**src/rtl/alarm_controller.sv**
```systemverilog
// -----------------------------------------------------------------------------
// alarm_controller
//
// Alarm-clock controller. It compares a running time of day against either the
// user alarm time (IDLE) or an internally latched snooze time (SNOOZE) and
// drives a ringing indication with a blinking LED.
//
// Parameters
//   CLK_HZ      input clock frequency in Hz (one-second tick period)
//   RING_SEC    seconds of ringing before the alarm stops by itself
//   SNOOZE_MIN  snooze length in minutes (1..59)
//
// Ports
//   CLK100MHZ            in   sole clock, all state on the rising edge
//   reset                in   asynchronous active-low reset
//   seconds, minutes     in   running time, 0..59
//   hours                in   running time, 0..23
//   a_seconds, a_minutes in   alarm time, 0..59
//   a_hours              in   alarm time, 0..23
//   alarm_en             in   level, 1 arms the alarm; 0 forces IDLE
//   snooze_but, stop_but in   raw asynchronous button levels, active-high
//   alarm_LED            out  blinks at 2 Hz while ringing, 0 otherwise
//   ringing, snoozing    out  registered state flags
//   alarm_state          out  00 IDLE, 01 RINGING, 10 SNOOZE
// -----------------------------------------------------------------------------
module alarm_controller #(
    parameter int CLK_HZ     = 100000000,
    parameter int RING_SEC   = 60,
    parameter int SNOOZE_MIN = 5
) (
    input  logic       CLK100MHZ,
    input  logic       reset,
    input  logic [5:0] seconds,
    input  logic [5:0] minutes,
    input  logic [4:0] hours,
    input  logic [5:0] a_seconds,
    input  logic [5:0] a_minutes,
    input  logic [4:0] a_hours,
    input  logic       alarm_en,
    input  logic       snooze_but,
    input  logic       stop_but,
    output logic       alarm_LED,
    output logic       ringing,
    output logic       snoozing,
    output logic [1:0] alarm_state
);

    localparam logic [1:0] ST_IDLE   = 2'b00;
    localparam logic [1:0] ST_RING   = 2'b01;
    localparam logic [1:0] ST_SNOOZE = 2'b10;

    // Counter geometry. The LED half period is a quarter second (2 Hz blink).
    localparam int LED_HALF = (CLK_HZ / 4 > 0) ? CLK_HZ / 4 : 1;
    localparam int TICK_W   = ($clog2(CLK_HZ) > 0) ? $clog2(CLK_HZ) : 1;
    localparam int LED_W    = ($clog2(LED_HALF) > 0) ? $clog2(LED_HALF) : 1;
    localparam int RING_W   = ($clog2(RING_SEC + 1) > 0) ? $clog2(RING_SEC + 1) : 1;

    localparam logic [TICK_W-1:0] TICK_LAST = TICK_W'(CLK_HZ - 1);
    localparam logic [LED_W-1:0]  LED_LAST  = LED_W'(LED_HALF - 1);
    localparam logic [RING_W-1:0] RING_LAST = RING_W'(RING_SEC - 1);

    // Button index within the synchronizer vectors.
    localparam int BTN_SNZ = 0;
    localparam int BTN_STP = 1;

    // -------------------------------------------------------------------------
    // Registers
    // -------------------------------------------------------------------------
    logic [1:0]        state_q, state_d;
    logic [1:0]        btn_s1_q, btn_s2_q, btn_prev_q;
    logic [16:0]       prev_t_q;
    logic              prev_vld_q;
    logic              match_q, match_d;
    logic [16:0]       snooze_t_q, snooze_t_d;
    logic [TICK_W-1:0] tick_cnt_q, tick_cnt_d;
    logic [RING_W-1:0] ring_cnt_q, ring_cnt_d;
    logic [LED_W-1:0]  led_cnt_q, led_cnt_d;
    logic              led_q, led_d;
    logic              ringing_q, snoozing_q;

    // -------------------------------------------------------------------------
    // Button synchronizers and rising-edge detectors
    // -------------------------------------------------------------------------
    logic [1:0] btn_raw;
    logic [1:0] btn_act;
    logic       snz_act;
    logic       stp_act;

    assign btn_raw[BTN_SNZ] = snooze_but;
    assign btn_raw[BTN_STP] = stop_but;

    // btn_s2_q is the synchronized level; btn_prev_q holds it one cycle older,
    // so an action is exactly one cycle wide per press.
    assign btn_act = btn_s2_q & ~btn_prev_q;
    assign snz_act = btn_act[BTN_SNZ];
    assign stp_act = btn_act[BTN_STP];

    // -------------------------------------------------------------------------
    // Time compare
    // -------------------------------------------------------------------------
    logic [16:0] now_t;
    logic [16:0] alarm_t;
    logic [16:0] target_t;
    logic        time_moved;

    assign now_t    = {hours, minutes, seconds};
    assign alarm_t  = {a_hours, a_minutes, a_seconds};
    assign target_t = (state_q == ST_SNOOZE) ? snooze_t_q : alarm_t;

    // prev_vld_q keeps the first cycle after reset from looking like a time
    // change, so a held time equal to the alarm does not re-fire after reset.
    assign time_moved = prev_vld_q && (now_t != prev_t_q);

    // The match fires once per entry into the target second and is blocked
    // while the alarm is disarmed.
    assign match_d = alarm_en && time_moved && (now_t == target_t);

    // -------------------------------------------------------------------------
    // Snooze target: current time plus SNOOZE_MIN minutes, seconds unchanged.
    // -------------------------------------------------------------------------
    logic [6:0] snz_min_sum;
    logic [5:0] snz_min;
    logic [4:0] snz_hr;

    assign snz_min_sum = {1'b0, minutes} + 7'(SNOOZE_MIN);

    always_comb begin
        snz_min = snz_min_sum[5:0];
        snz_hr  = hours;
        if (snz_min_sum >= 7'd60) begin
            snz_min = 6'(snz_min_sum - 7'd60);
            snz_hr  = (hours >= 5'd23) ? 5'd0 : hours + 5'd1;
        end
    end

    // -------------------------------------------------------------------------
    // State machine
    // -------------------------------------------------------------------------
    logic tick;
    logic ring_done;

    assign tick      = (tick_cnt_q == TICK_LAST);
    assign ring_done = tick && (ring_cnt_q == RING_LAST);

    always_comb begin
        state_d    = state_q;
        snooze_t_d = snooze_t_q;
        if (!alarm_en) begin
            state_d = ST_IDLE;
        end else begin
            case (state_q)
                ST_IDLE: begin
                    // Stop has no meaning here, so a coincident stop press
                    // cannot suppress the alarm.
                    if (match_q) begin
                        state_d = ST_RING;
                    end
                end
                ST_RING: begin
                    // Stop outranks snooze when both land in the same cycle.
                    if (stp_act) begin
                        state_d = ST_IDLE;
                    end else if (snz_act) begin
                        state_d    = ST_SNOOZE;
                        snooze_t_d = {snz_hr, snz_min, seconds};
                    end else if (ring_done) begin
                        state_d = ST_IDLE;
                    end
                end
                ST_SNOOZE: begin
                    if (stp_act) begin
                        state_d = ST_IDLE;
                    end else if (match_q) begin
                        state_d = ST_RING;
                    end
                end
                default: begin
                    state_d = ST_IDLE;
                end
            endcase
        end
    end

    // -------------------------------------------------------------------------
    // Ring timing: one-second tick, ring seconds, LED blink. All counters are
    // zero outside RINGING, so entry always starts a clean ringing period.
    // -------------------------------------------------------------------------
    always_comb begin
        tick_cnt_d = '0;
        ring_cnt_d = '0;
        led_cnt_d  = '0;
        led_d      = 1'b0;
        if (state_d == ST_RING) begin
            if (state_q != ST_RING) begin
                led_d = 1'b1;
            end else begin
                tick_cnt_d = tick ? '0 : tick_cnt_q + 1'b1;
                ring_cnt_d = tick ? ring_cnt_q + 1'b1 : ring_cnt_q;
                if (led_cnt_q == LED_LAST) begin
                    led_cnt_d = '0;
                    led_d     = ~led_q;
                end else begin
                    led_cnt_d = led_cnt_q + 1'b1;
                    led_d     = led_q;
                end
            end
        end
    end

    // -------------------------------------------------------------------------
    // Sequential state
    // -------------------------------------------------------------------------
    always_ff @(posedge CLK100MHZ or negedge reset) begin
        if (!reset) begin
            state_q    <= ST_IDLE;
            btn_s1_q   <= '0;
            btn_s2_q   <= '0;
            btn_prev_q <= '0;
            prev_t_q   <= '0;
            prev_vld_q <= 1'b0;
            match_q    <= 1'b0;
            snooze_t_q <= '0;
            tick_cnt_q <= '0;
            ring_cnt_q <= '0;
            led_cnt_q  <= '0;
            led_q      <= 1'b0;
            ringing_q  <= 1'b0;
            snoozing_q <= 1'b0;
        end else begin
            state_q    <= state_d;
            btn_s1_q   <= btn_raw;
            btn_s2_q   <= btn_s1_q;
            btn_prev_q <= btn_s2_q;
            prev_t_q   <= now_t;
            prev_vld_q <= 1'b1;
            match_q    <= match_d;
            snooze_t_q <= snooze_t_d;
            tick_cnt_q <= tick_cnt_d;
            ring_cnt_q <= ring_cnt_d;
            led_cnt_q  <= led_cnt_d;
            led_q      <= led_d;
            ringing_q  <= (state_d == ST_RING);
            snoozing_q <= (state_d == ST_SNOOZE);
        end
    end

    assign alarm_state = state_q;
    assign ringing     = ringing_q;
    assign snoozing    = snoozing_q;
    assign alarm_LED   = led_q;

endmodule

```
**config.mk**
```make
export PLATFORM = sky130hd
export DESIGN_NAME = alarm_controller
export DESIGN_NICKNAME = d
export VERILOG_FILES = /design/src/rtl/alarm_controller.sv
export SDC_FILE = /design/constraint.sdc
export NUM_CORES = 1
export LEC_CHECK = 0
export CAP_MARGIN = 20
export CORE_MARGIN = 5
export CORE_UTILIZATION = 55
export CTS_CLUSTER_SIZE = 20
export DETAILED_ROUTE_END_ITERATION = 10
export HOLD_SLACK_MARGIN = 0.1
export PLACE_DENSITY = 0.76
export SETUP_SLACK_MARGIN = 0.2
export SLEW_MARGIN = 5
export SYNTH_ARGS = -nofsm -noshare
export SYNTH_HDL_FRONTEND = slang
export SYNTH_SLANG_ARGS = --single-unit
export TNS_END_PERCENT = 5
```
**constraint.sdc**
```tcl
create_clock -name CLK100MHZ -period 6.6 [get_ports CLK100MHZ]
set_clock_uncertainty 0.2 [all_clocks]
set_input_delay 1.32 -clock CLK100MHZ [delete_from_list [all_inputs] [get_ports CLK100MHZ]]
set_output_delay 1.32 -clock CLK100MHZ [all_outputs]
set_load 0.01 [all_outputs]
```
Yosys cells after proc, flatten, opt, wreduce, memory -nomap -nowiden
Cells that the tools add are included.

Bits in registers: 105. Input port bits: 39. Output and inout bits: 5. Word-level logic and storage cells: 67.

Multiplexer cells: 23. Order comparisons: 2. Reductions and logical operators: 6. Equal/unequal tests: 12. Bitwise operators: 4. $add $sub $neg: 6.

Operators by type and width (count): two-way mux 27 bit (3); two-way mux 25 bit (3); adder 27 x 1 -> 27 bit, second input constant (1); == test 27 bit, second input constant (1); adder 25 x 1 -> 25 bit, second input constant (1); == test 25 bit, second input constant (1); two-way mux 6 bit (4); == test 17 bit (1); two-way mux 17 bit (1); inequality test 17 bit (1); two-way mux 2 bit (6); two-way mux 5 bit (2); adder 6 x 3 -> 7 bit, second input constant (1); >= comparator 7 x 6 -> 1 bit, second input constant (1); adder 6 x 1 -> 6 bit, second input constant (1); == test 6 bit, second input constant (1); case mux 2 bit (3 select lines) (1); subtractor 6 bit, second input constant (1); adder 5 x 1 -> 5 bit, second input constant (1); >= comparator 5 bit, second input constant (1); == test 2 x 1 -> 1 bit, second input constant (2); == test 2 bit, second input constant (2); logical AND 1 bit (4); AND reduction 4 bit (1); 8 further kinds (11).

Longest topological paths before layout
Depth in word-level cells: 9. Mapped depth: 10. Depth with buffers taken out: 9.

Least setup slack after synthesis
Ideal clock, no wire load.

Path type: input to register. Start point: in minutes[0]. End point: reg snooze_t_q[14]. Setup time: 120 ps. Path buffers: 1. Stages: 10. Required time: 6280 ps. Data arrival time: 3185 ps. Slack: 3095 ps. Cell sequence: ha_1 -> clkbuf_1 -> xnor2_1 -> ha_1 -> o21ai_0 -> a211oi_1 -> o21ai_1 -> nor2_2 -> o21ai_0 -> a31o_2.

Longest elaborated chain between the ends: 3.

RTL lines: from (decl) (line 34) `input logic [5:0] minutes,`; adder 6 x 3 -> 7 bit (line 125) `assign snz_min_sum = {1'b0, minutes} + 7'(SNOOZE_MIN);`; >= comparator 7 x 6 -> 1 bit (line 130) `if (snz_min_sum >= 7'd60) begin`; two-way mux 5 bit (line 130); to (signal assigned) (line 237) `snooze_t_q <= snooze_t_d;`; to (decl) (line 74) `logic [16:0] snooze_t_q, snooze_t_d;`.

No other way between the ends. A chain may end at the register's enable or synchronous reset.

Worst setup path after layout
Start point: in minutes[1]. End point: reg snooze_t_q[14].

The elaborated chain is that of the path after synthesis.

==> results.md <==
- Number of flops mapped to enable cells by yosys: 0
- WHS Path Cells: 0
- Sequential area share after synthesis: 0.488
- Gr usage total: 0.200
- Die height: approximately 110 µm
- Element type at the critical path start: input port
- Status: finished clean
- Total number of vias: 4,042
- Vias per cell: about 5.5
- Leakage: 0.00243 µW
- DRT Pass-1 Iters: 5
- Net count after synthesis: just over 600
- Initial Utilization: 0.556
- Final Hold Vio Count: 0
- Clock Tree Buf Depth: 2
- Period minus WS final: between 4 and 5 ns
- Initial DRC Count: 214
- Critical path depth in cells: 10
- Unique cell type count in the Yosys netlist: 56
- R2R depth: 5
- Total die area: between 10,000 and 15,000 µm²
- Final period util: 0.633
- Number of synthesized register bits: 105
- Max Cap Viol: 0
- Relative slew slack: 0.315
- Cell Area, Synth: 5390 µm²
- DRT Wirelength: around 11,000 µm
- RSZ-0062 raised after global routing: false
- Die Wd: 109 µm
- Max stage delay on crit path: 0.73 ns
- Main flop type after synthesis: dfrtp_1
- DR DRC count: 0
- Slowest cell on the critical path: clkdlybuf4s50_1
- Crit path DAT: around 4.3 ns
- CTS H-tree depth: 3
- # clock sinks: approximately 110
- I/O Pins: between 40 and 50
- Final #Nets: between 600 and 700
- Latest clock arrival within the worst-skew pair: between 0.3 and 0.4 ns
- Worst-Margin Slew: 1.03 ns
- Routability cong.: roughly 0.88
- Critical path fanouts, max: 12
- CTS Hold Bufs: 0
- Routed wire per std cell: about 15 µm
- Pwr/cell area: 186 nW/µm²
- Core area: 9680 µm²
- Pin count of the biggest net entering global routing: 65
- Endpoints failing setup: 0
- Worst path bufs/invs: 1
- VDD IR max: roughly 120 µV
- Post-CTS setup buffer count: 0
- Setup crit end kind: flip-flop
- Number of global-route vias before repair: 3,898
- Most frequent cells in the layout: dfrtp_1, nor2_1, nand2_1
- Worst-path cell chain: clkdlybuf4s50_1 -> ha_1 -> xnor2_1 -> ha_1 -> o21ai_0 -> a211oi_1 -> o21ai_1 -> nor2_2 -> o21ai_0 -> a31o_2
- Antenna violations before repair: 0
- Max Clk Rate: about 240 MHz
- Post-route setup TNS: 0 ns
- CP top delay family: compound AO/OA/AOI/OAI gates
- Share of layout cells above drive strength 1: 0.0465
- Layout area overhead: 12.7%
- First-pass GRT wire length: approximately 19,000 µm
- Syn Inst Count: ~570
- Yosys warns: 0
- CTS Buf Count: 9
- Commonest non-fill, non-tap cell in the layout: dfrtp_1
- # rows: 36
- Hold WC Path Type: reg2reg
- Synthesized area per cell: roughly 9.5 µm²
- PortBufs: 43
- Final HPWL DP: between 7000 and 8000 µm
- ANT nets after route: 0
- ANT cells: 0
- Worst setup path class: in2reg
- Clk root buf: clkbuf_8
- CTS tree: done
- Final Max Tran Viols: 0
- Critical path required time: approximately 6.7 ns
- Final core occ: 0.627
- Grt ovf: 0
- Final hold slack: around 0.16 ns
- CTS-repair resized insts: 0
- Post-layout total power: ~1100 µW
- Reg clk slew, reported paths: 0.10 ns
- Ys async rst share: 1.00
path summary, 6_finish.rpt:
check	from	end	slack [ns]
worst max-delay path	minutes[1]	snooze_t_q[14]	2.43
worst min-delay path	btn_s1_q[1]	btn_s2_q[1]	0.16
worst max register to register	tick_cnt_q[11]	led_cnt_q[13]	3.76
worst min register to register	btn_s1_q[1]	btn_s2_q[1]	0.16
max in group asynchronous	reset	tick_cnt_q[12]	4.32
min in group asynchronous	reset	prev_t_q[8]	0.71
Yosys cell counts (3+ instances only):
library cell | instances | area (µm²)
nor3_1 | 9 | 45.0
xnor2_1 | 39 | 342
nand3_1 | 27 | 135
nor2b_1 | 3 | 18.8
and4_1 | 3 | 26.3
inv_1 | 20 | 75.1
a31o_2 | 3 | 26.3
o21a_1 | 4 | 30.0
nor4_1 | 11 | 68.8
xor2_1 | 45 | 394
nand3b_1 | 4 | 30.0
or4_1 | 3 | 22.5
mux2i_1 | 7 | 70.1
and2_1 | 4 | 25.0
buf_2 | 10 | 50.1
and3_1 | 14 | 87.6
or3_1 | 3 | 18.8
a31oi_1 | 3 | 18.8
nand2_1 | 56 | 210
nand2b_1 | 4 | 25.0
dfrtp_1 | 105 | 2630
a211oi_1 | 3 | 22.5
ha_1 | 6 | 75.1
a21oi_1 | 15 | 75.1
nand4_1 | 16 | 100
o21ai_0 | 25 | 125
nor2_1 | 73 | 274
clkbuf_1 | 15 | 56.3
where the power goes:
group	leakage, µW	switching (µW)	total, µW	internal, µW
clock	0.0000906	228	380	152
sequential	0.00141	3.27	654	650
combinational	0.000932	52.5	95.9	43.4
cell type report:
type / instances / area, µm²
fill: 826 / 3610
sequential: 105 / 2630
multi-input combinational: 416 / 2570
timing repair buffer: 45 / 443
tap: 133 / 166
clock buffer: 10 / 138
inverter: 20 / 75.1
clock inverter: 6 / 52.6
metrics by stage:
| step | instance area (µm²) | instances | setup slack [ns] |
|---|---|---|---|
| after floorplan | 5390 | 567 | 3.10 |
| after global placement | 5880 | 719 | 2.17 |
| after detailed placement | 5880 | 719 | 2.10 |
| after CTS | 6070 | 735 | 2.47 |
| after global routing | 6070 | 735 | 2.26 |
| final | 6070 | 735 | 2.43 |
cells by family (layout without fill, tap and decap cells):
| family | Yosys count | after routing | share of synthesized area |
|---|---|---|---|
| other | 1 | 1 | 0.000696 |
| buffers and inverters | 46 | 81 | 0.0351 |
| flip-flops | 105 | 105 | 0.488 |
| XOR/XNOR | 84 | 84 | 0.137 |
| AO/OA/AOI/OAI | 76 | 76 | 0.0906 |
| multiplexers | 7 | 7 | 0.0130 |
| adder cells (fa/ha/maj) | 6 | 6 | 0.0139 |
| AND/OR/NAND/NOR | 242 | 242 | 0.223 |
state kept, by name, summed over array words and instances, names as in the netlist, 2 cells and up:
register	cells
tick_cnt_q	27
led_cnt_q	25
prev_t_q	17
snooze_t_q	17
ring_cnt_q	6
alarm_state	2
btn_prev_q	2
btn_s1_q	2
btn_s2_q	2
layer usage:
layer	up-vias	share of wire	GRT usage
met5	-	0	0
met4	0	0.018	0.0730
met3	14	0.038	0.0326
met2	67	0.48	0.324
met1	1954	0.47	0.271
li1	2007	-	-
Note: power is estimated with default switching activity, not from simulation.
